--- config.mk ---
export PLATFORM = sky130hd
export DESIGN_NAME = dispatch_ex_queue
export DESIGN_NICKNAME = d
export VERILOG_FILES = /design/src/rtl/dispatch_ex_queue.sv
export SDC_FILE = /design/constraint.sdc
export NUM_CORES = 1
export LEC_CHECK = 0
export CAP_MARGIN = 5
export CORE_UTILIZATION = 45
export CTS_BUF_LIST = sky130_fd_sc_hd__clkbuf_8 sky130_fd_sc_hd__clkbuf_16
export CTS_CLUSTER_DIAMETER = 150
export DETAILED_ROUTE_END_ITERATION = 12
export GPL_ROUTABILITY_DRIVEN = 0
export HOLD_SLACK_MARGIN = 0.15
export PLACE_DENSITY = 0.64
export SYNTH_ARGS = -nofsm -noshare
export SYNTH_HDL_FRONTEND = slang
export SYNTH_HIERARCHICAL = 1
export SYNTH_SLANG_ARGS = --single-unit
--- constraint.sdc ---
create_clock -name clk -period 16 [get_ports clk]
set_input_delay 1.6 -clock clk [delete_from_list [all_inputs] [get_ports clk]]
set_output_delay 1.6 -clock clk [all_outputs]
set_load 0.01 [all_outputs]
--- src/rtl/dispatch_ex_queue.sv ---
// Dispatch-to-EX group queue: circular buffer of LANES-wide issue groups.
// Each lane keeps its own valid/payload slice; pointers and count are shared.

module dispatch_ex_lane #(
    parameter int WIDTH = 64,
    parameter int DEPTH = 4,
    parameter int PW    = $clog2(DEPTH)
) (
    input  logic             clk,
    input  logic             we,
    input  logic [PW-1:0]    wr_ptr,
    input  logic [PW-1:0]    rd_ptr,
    input  logic             nonempty,
    input  logic             in_valid,
    input  logic [WIDTH-1:0] in_data,
    output logic             out_valid,
    output logic [WIDTH-1:0] out_data
);
    // Storage is left unreset; outputs are gated while the queue is empty.
    logic [DEPTH-1:0] v_mem;
    logic [WIDTH-1:0] d_mem [DEPTH];

    always_ff @(posedge clk) begin
        if (we) begin
            v_mem[wr_ptr] <= in_valid;
            d_mem[wr_ptr] <= in_data;
        end
    end

    assign out_valid = nonempty & v_mem[rd_ptr];
    assign out_data  = nonempty ? d_mem[rd_ptr] : '0;
endmodule

module dispatch_ex_queue #(
    parameter int LANES = 2,
    parameter int DEPTH = 4,
    parameter int WIDTH = 64
) (
    input  logic                       clk,
    input  logic                       rst,
    input  logic                       flush,
    input  logic [LANES-1:0]           in_valid,
    input  logic [LANES*WIDTH-1:0]     in_data,
    output logic                       in_ready,
    output logic [LANES-1:0]           out_valid,
    output logic [LANES*WIDTH-1:0]     out_data,
    input  logic                       out_ready,
    output logic [$clog2(DEPTH+1)-1:0] count
);
    localparam int PW = $clog2(DEPTH);
    localparam int CW = $clog2(DEPTH+1);
    localparam logic [CW-1:0] FULL = CW'(DEPTH);

    logic [PW-1:0] wr_ptr, rd_ptr;
    logic          nonempty, enq, deq;

    assign nonempty = (count != '0);
    // in_ready depends only on held state, never on out_ready.
    assign in_ready = (count < FULL);
    assign enq      = in_ready && (|in_valid) && !flush;
    assign deq      = nonempty && out_ready && !flush;

    always_ff @(posedge clk) begin
        if (rst || flush) begin
            wr_ptr <= '0;
            rd_ptr <= '0;
            count  <= '0;
        end else begin
            if (enq) wr_ptr <= wr_ptr + PW'(1);
            if (deq) rd_ptr <= rd_ptr + PW'(1);
            case ({enq, deq})
                2'b10:   count <= count + CW'(1);
                2'b01:   count <= count - CW'(1);
                default: count <= count;
            endcase
        end
    end

    for (genvar i = 0; i < LANES; i++) begin : g_lane
        dispatch_ex_lane #(.WIDTH(WIDTH), .DEPTH(DEPTH), .PW(PW)) u_lane (
            .clk       (clk),
            .we        (enq),
            .wr_ptr    (wr_ptr),
            .rd_ptr    (rd_ptr),
            .nonempty  (nonempty),
            .in_valid  (in_valid[i]),
            .in_data   (in_data[i*WIDTH +: WIDTH]),
            .out_valid (out_valid[i]),
            .out_data  (out_data[i*WIDTH +: WIDTH])
        );
    end
endmodule

==> flow_summary_export.csv, run 1 <==
group,metric,value,unit
sta,drv_slew,0,
floorplan,num_rows,77,
synth,yosysUniqueCellTypes,29,
cells_and_area,syn_to_final_growth,22.82,%
floorplan,ios,268,
clock_tree,clk_pin_slew,0.06,ns
sta,rsz0062_at_grt,"no",
global_route,grt_pass1_vias,10280,
detailed_routing,wirelength,39970,um
critical_path,critPathKind,"flop to primary output",
critical_path,cp_slowest_cell,"dfxtp_4",
power_and_ir_drop,ir_drop,0.08634,mV
global_route,grt_start_max_net_pins,132,
placed_design,hpwl,21330,um
sta,max_slew_margin,28.88,%
clock_tree,clk_latency,0.59,ns
clock_tree,cts-root-buf,"clkbuf_16",
placed_design,numPortBuffers,267,
floorplan,dieHeight,213.2,um
placed_design,placedCellCount,1838,
detailed_routing,wire_per_inst,20.68,um
cells_and_area,instances_no_fill,1933,
clock_tree,cts_max_level,2,
detailed_routing,via_count,10070,
synth,ys_seq_area_share,78.48,%
power_and_ir_drop,clockPowerShare,40.1,%
critical_path,r2r-start,"count[2]",
placed_design,placed_area,23050,um2
global_route,grt_pass1_wl,59010,um
power_and_ir_drop,p_seq_share,54.8,%
clock_tree,cts_tree,"done",
min_path,hold_start,"count[2]",
synth,syn_nets,1162,
clock_tree,cts.sinks,527,
critical_path,endpoint_kind,"primary output",
detailed_routing,ant_nets,0,
clock_tree,holdBufCountCts,0,
critical_path,cp-start-kind,"flop",
clock_tree,clk_path_buf_depth,3,
sta,fin_crit,4.943,ns
sta,setup_ws,11.06,ns
critical_path,cp-startpoint,"rd_ptr[1]",
sta,tightest_slew,1.067,ns
global_route,antenna_found_initial,6,
sta,fin_worst_skew,0.01487,ns
detailed_routing,drt_iter0_drc,561,
synth,synth-warning-count,6,
placed_design,place_worst_setup_slack,11.64,ns
global_route,grtUsageTotal,17.29,%
flow_run,maxCapViolCount,0,
critical_path,cp_cell_sequence,"buf_12 > mux2i_1 > o22ai_1 > clkdlybuf4s50_1",
power_and_ir_drop,p_sw,0.5719,mW
critical_path,cpPeakStageDelay,0.81,ns
cells_and_area,nets,1437,
synth,syn_area_per_cell,19.57,um2
synth,netlist_area,20070,um2
power_and_ir_drop,p_per_area,115.3,nW/um2
floorplan,start_util,45.49,%
sta,setup_tns,0,ns
power_and_ir_drop,sw_frac_of_total,20.12,%
sta,hold_viol,0,
floorplan,die-area,45460,um2
cells_and_area,drive_gt1_share,7.537,%
power_and_ir_drop,leakage,7.467,nW
synth,ys_ff_latch,527,
cells_and_area,fin_area,24660,um2
detailed_routing,drcViolationCount,0,
outcome,outcome,"finished clean",
synth,netlist_instances,1026,
floorplan,die_w,213.2,um
sta,fin_hold_ws,0.5637,ns
global_route,overflow,0,
detailed_routing,drt_first_pass_iters,4,
floorplan,coreArea,44120,um2
clock_tree,cts_buffers,53,
critical_path,worstPathRequired,14.40,ns
clock_tree,postCtsSetupBuffers,0,
sta,fmax,202.3,MHz
clock_tree,cts_resized,0,
critical_path,crit_arrival,3.34,ns
min_path,hold_path.class,"flop to flop",
critical_path,worstPathMaxFanout,131,
power_and_ir_drop,intPower,2.270,mW
detailed_routing,viasPerCell,5.211,
power_and_ir_drop,combPwrFrac,5.2,%
sta,period_share,30.90,%
sta,setup_viol,0,
[power by group through the flow]
stage,registers (mW),clock network [mW],logic (mW)
CTS,1.56,1.17,0.149
global placement,1.58,0,0.147
finish,1.56,1.14,0.147
global route,1.56,1.21,0.159
detailed placement,1.59,0,0.148
floorplan,1.59,0,0.0521
[synthesized netlist by cell type, drive strengths merged]
library cell / count / share of area (%)
and3b: 2 / 0.087
nand3: 1 / 0.025
edfxtp: 520 / 78
o311ai: 2 / 0.087
xor2: 4 / 0.17
or3: 3 / 0.10
nand2b: 2 / 0.062
o21ai: 2 / 0.050
mux2i: 260 / 13
o22ai: 130 / 4.1
o31ai: 2 / 0.075
a21oi: 3 / 0.075
clkbuf: 21 / 0.50
or2: 3 / 0.12
nor2: 10 / 0.19
dfxtp: 7 / 0.70
fa: 1 / 0.10
buf: 38 / 2.5
nand2: 4 / 0.075
ha: 1 / 0.062
and3: 2 / 0.062
nor3b: 2 / 0.075
inv: 6 / 0.11
[routing by layer]
metal / share of wire (%) / up-vias / GRT usage, %
met3: 9.3 / 65 / 6.545
li1: - / 4723 / -
met2: 47 / 278 / 27.69
met1: 42 / 4997 / 21.62
met4: 2.0 / 10 / 5.665
met5: 0.18 / - / 0
[registers in the layout, summed over array words and instances, names as in the netlist]
name,count
g_lane.u_lane/v_mem,8
rd_ptr,2
count,3
wr_ptr,2
g_lane.u_lane/d_mem,512
[critical path: cells and delay by family, from the launching register on]
family / cells / cell delay (ns)
AOI/OAI and AO/OA: 1 / 0.26
DFF: 1 / 0.81
muxes: 1 / 0.17
buffers and inverters: 2 / 1.23
[cell families after synthesis]
family | after synthesis | synth area share [%]
XOR/XNOR | 4 | 0.1745
AO/OA/AOI/OAI | 139 | 4.338
AND/OR/NAND/NOR | 29 | 0.7916
multiplexers | 260 | 12.96
adder cells (fa/ha/maj) | 2 | 0.1620
flip-flops | 527 | 78.48
buffers and inverters | 65 | 3.085
[final timing paths]
check / endpoint / slack [ns] / cells after the start
worst max-delay path: out_data[45] / 11.06 / 4
worst max register to register: g_lane[0].u_lane/d_mem[1][39] / 13.42 / 5
worst min register to register: count[2] / 0.56 / 2
worst min-delay path: count[2] / 0.56 / 2
[layout make-up]
class / count / area (um2)
diodes: 1 / 2.502
clock buffers: 55 / 1376
clock inverters: 39 / 225.2
fillers: 3469 / 19470
inverters: 6 / 22.52
multi-input cells: 434 / 3755
flip-flops and latches: 527 / 15760
well taps: 592 / 740.7
repair buffers: 279 / 2775
[through the flow]
stage | total power, mW | utilization (%)
final | 2.842 | 55.88
after global routing | 2.931 | 55.87
after CTS | 2.872 | 55.87
after detailed placement | 1.734 | 52.24
after global placement | 1.731 | 52.24
after floorplan | 1.640 | -
[placed cells by master, fill, tap and decap left out, types with 2 or more instances in the layout]
master,netlist,final
nor3b_2,0,2
nor2_4,0,2
o311ai_0,2,2
clkinv_2,0,13
buf_4,2,11
nor2_1,10,8
and3b_2,0,2
xor2_1,4,4
or2_4,2,2
clkinv_1,0,10
mux2i_1,260,260
edfxtp_1,520,520
or3_1,2,2
dfxtp_1,7,6
o31ai_1,2,2
inv_1,6,18
a21oi_1,3,3
and3_2,0,2
o21ai_0,2,2
nand2_1,4,2
o22ai_1,130,130
clkbuf_16,0,55
nand2_4,0,2
bufinv_16,0,2
clkdlybuf4s50_1,0,267
No activity file was read; power rests on OpenSTA's default activity.
==> run 2, diff against run 1 <==
- clock period: 16 -> 5.1 ns (I/O delays scaled with it)
==> run 2 against run 1 <==
  * Non-clock buffer count grew 8
  * Die area is the same
  * Worst hold slack lost 0.012 ns
  * Sequential share of layout area shrank 0.33 points
  * Clock power grew to 3.2 times the previous value
  * Highest routed layer unchanged
  * Largest cell class unchanged
  * Critical endpoint is now out_data[25]
  * Global-route usage shrank 0.067 points
  * Sequential cell count is the same
==> flow_summary_export.csv, run 2 (synthesized netlist as in run 1, its figures left out) <==
group,metric,value,unit
critical_path,crit_arrival,3.25,ns
cells_and_area,drive_gt1_share,7.772,%
cells_and_area,top_regs,"g_lane.u_lane/d_mem (512), g_lane.u_lane/v_mem (8), count (3)",
global_route,grt_start_max_net_pins,77,
cells_and_area,mostFrequentLayoutCell,"edfxtp_1",
sta,tightest_slew,1.016,ns
sta,fin_worst_skew,0.02541,ns
sta,setup_viol,0,
sta,setup_tns,0,ns
sta,fmax,266.3,MHz
min_path,hold_start,"in_data[78]",
detailed_routing,via_count,10120,
clock_tree,postCtsSetupBuffers,0,
global_route,overflow,0,
critical_path,cp-start-kind,"flop",
floorplan,die_w,213.2,um
cells_and_area,largest_reg_flops,512,
clock_tree,cts_tree,"done",
clock_tree,cts.sinks,527,
placed_design,placedCellCount,1846,
global_route,grt_pass1_wl,58570,um
global_route,grtUsageTotal,17.22,%
clock_tree,cts_buffers,53,
cells_and_area,fin_area,24780,um2
global_route,grt_pass1_vias,10110,
floorplan,start_util,45.49,%
placed_design,placed_area,23130,um2
floorplan,ios,268,
global_route,antenna_found_initial,7,
sta,drv_slew,0,
outcome,outcome,"finished clean",
sta,max_slew_margin,32.26,%
clock_tree,clk_latency,0.59,ns
cells_and_area,multiInputGateArea,3762,um2
detailed_routing,viasPerCell,5.202,
floorplan,dieHeight,213.2,um
clock_tree,clk_path_buf_depth,3,
critical_path,r2r-start,"count[2]",
cells_and_area,largest-register,"g_lane.u_lane/d_mem",
detailed_routing,wire_per_inst,20.34,um
critical_path,critPathKind,"flop to primary output",
floorplan,coreArea,44120,um2
placed_design,place_worst_setup_slack,1.759,ns
detailed_routing,drt_first_pass_iters,5,
placed_design,numPortBuffers,267,
detailed_routing,drcViolationCount,0,
critical_path,worstPathRequired,4.59,ns
floorplan,die-area,45460,um2
clock_tree,cts-root-buf,"clkbuf_16",
placed_design,hpwl,23360,um
detailed_routing,wirelength,39590,um
sta,hold_viol,0,
clock_tree,holdBufCountCts,0,
sta,setup_ws,1.345,ns
floorplan,num_rows,77,
clock_tree,cts_max_level,2,
critical_path,endpoint_kind,"primary output",
cells_and_area,syn_to_final_growth,23.46,%
sta,period_share,73.63,%
detailed_routing,drt_iter0_drc,591,
clock_tree,clk_pin_slew,0.06,ns
power_and_ir_drop,p_per_area,361.9,nW/um2
cells_and_area,nFillCells,3480,
clock_tree,cts_resized,0,
cells_and_area,layout_common_cells,"520 x edfxtp_1, 267 x clkdlybuf4s50_1, 260 x mux2i_1",
cells_and_area,nets,1445,
critical_path,r2r_slack,2.43,ns
flow_run,maxCapViolCount,0,
detailed_routing,ant_nets,0,
critical_path,cp-startpoint,"count[2]",
min_path,hold_path.class,"primary input to flop",
cells_and_area,ff_latch_area,15760,um2
critical_path,worstPathMaxFanout,34,
power_and_ir_drop,leakage,7.504,nW
cells_and_area,instances_no_fill,1946,
sta,rsz0062_at_grt,"no",
sta,fin_crit,3.755,ns
power_and_ir_drop,ir_drop,0.3031,mV
-- run 2: worst max-delay path, cell delays in order (launching register included) --
cell	delay (ns)
dfxtp_1	0.43
inv_1	0.08
nand3_1	0.27
nand2b_2	0.58
buf_4	0.44
o22ai_1	0.22
clkdlybuf4s50_1	0.61
-- run 2: final cells by class --
type,instances,share of cell area (%)
multi-input combinational,434,15.18
sequential,527,63.59
tap,592,2.989
clock inverter,42,1.080
clock buffer,55,5.553
antenna,3,0.03029
inverter,6,0.09087
timing repair buffer,287,11.49
-- run 2: final timing paths --
check / depth (start not counted) / endpoint
worst max-delay path: 6 / out_data[25]
worst min register to register: 2 / count[2]
worst max register to register: 5 / g_lane[0].u_lane/d_mem[1][35]
worst min-delay path: 1 / g_lane[1].u_lane/d_mem[0][14]
-- run 2: layer usage --
metal | track usage (%) | up-vias | routed length [um]
met5 | 0 | - | 75
met4 | 5.690 | 10 | 730
met3 | 4.383 | 62 | 2713
met2 | 26.96 | 276 | 18520
met1 | 23.55 | 5033 | 17550
li1 | - | 4743 | -
-- run 2: power breakdown --
part           total (mW)  internal, mW  switching [mW]
combinational       0.469         0.230           0.239
clock                3.62          2.09            1.53
sequential           4.88          4.86          0.0212
total                8.97          7.18            1.79
-- run 2: through the flow --
step / hold WS, ns / utilization, % / power [mW]
2_1_floorplan: 0.5029 / - / 5.139
4_1_cts: 0.5119 / 56.15 / 9.063
3_3_place_gp: 0.5346 / 52.42 / 5.437
6_report: 0.5520 / 56.17 / 8.970
5_1_grt: 0.5337 / 56.15 / 9.263
3_5_place_dp: 0.5516 / 52.42 / 5.448
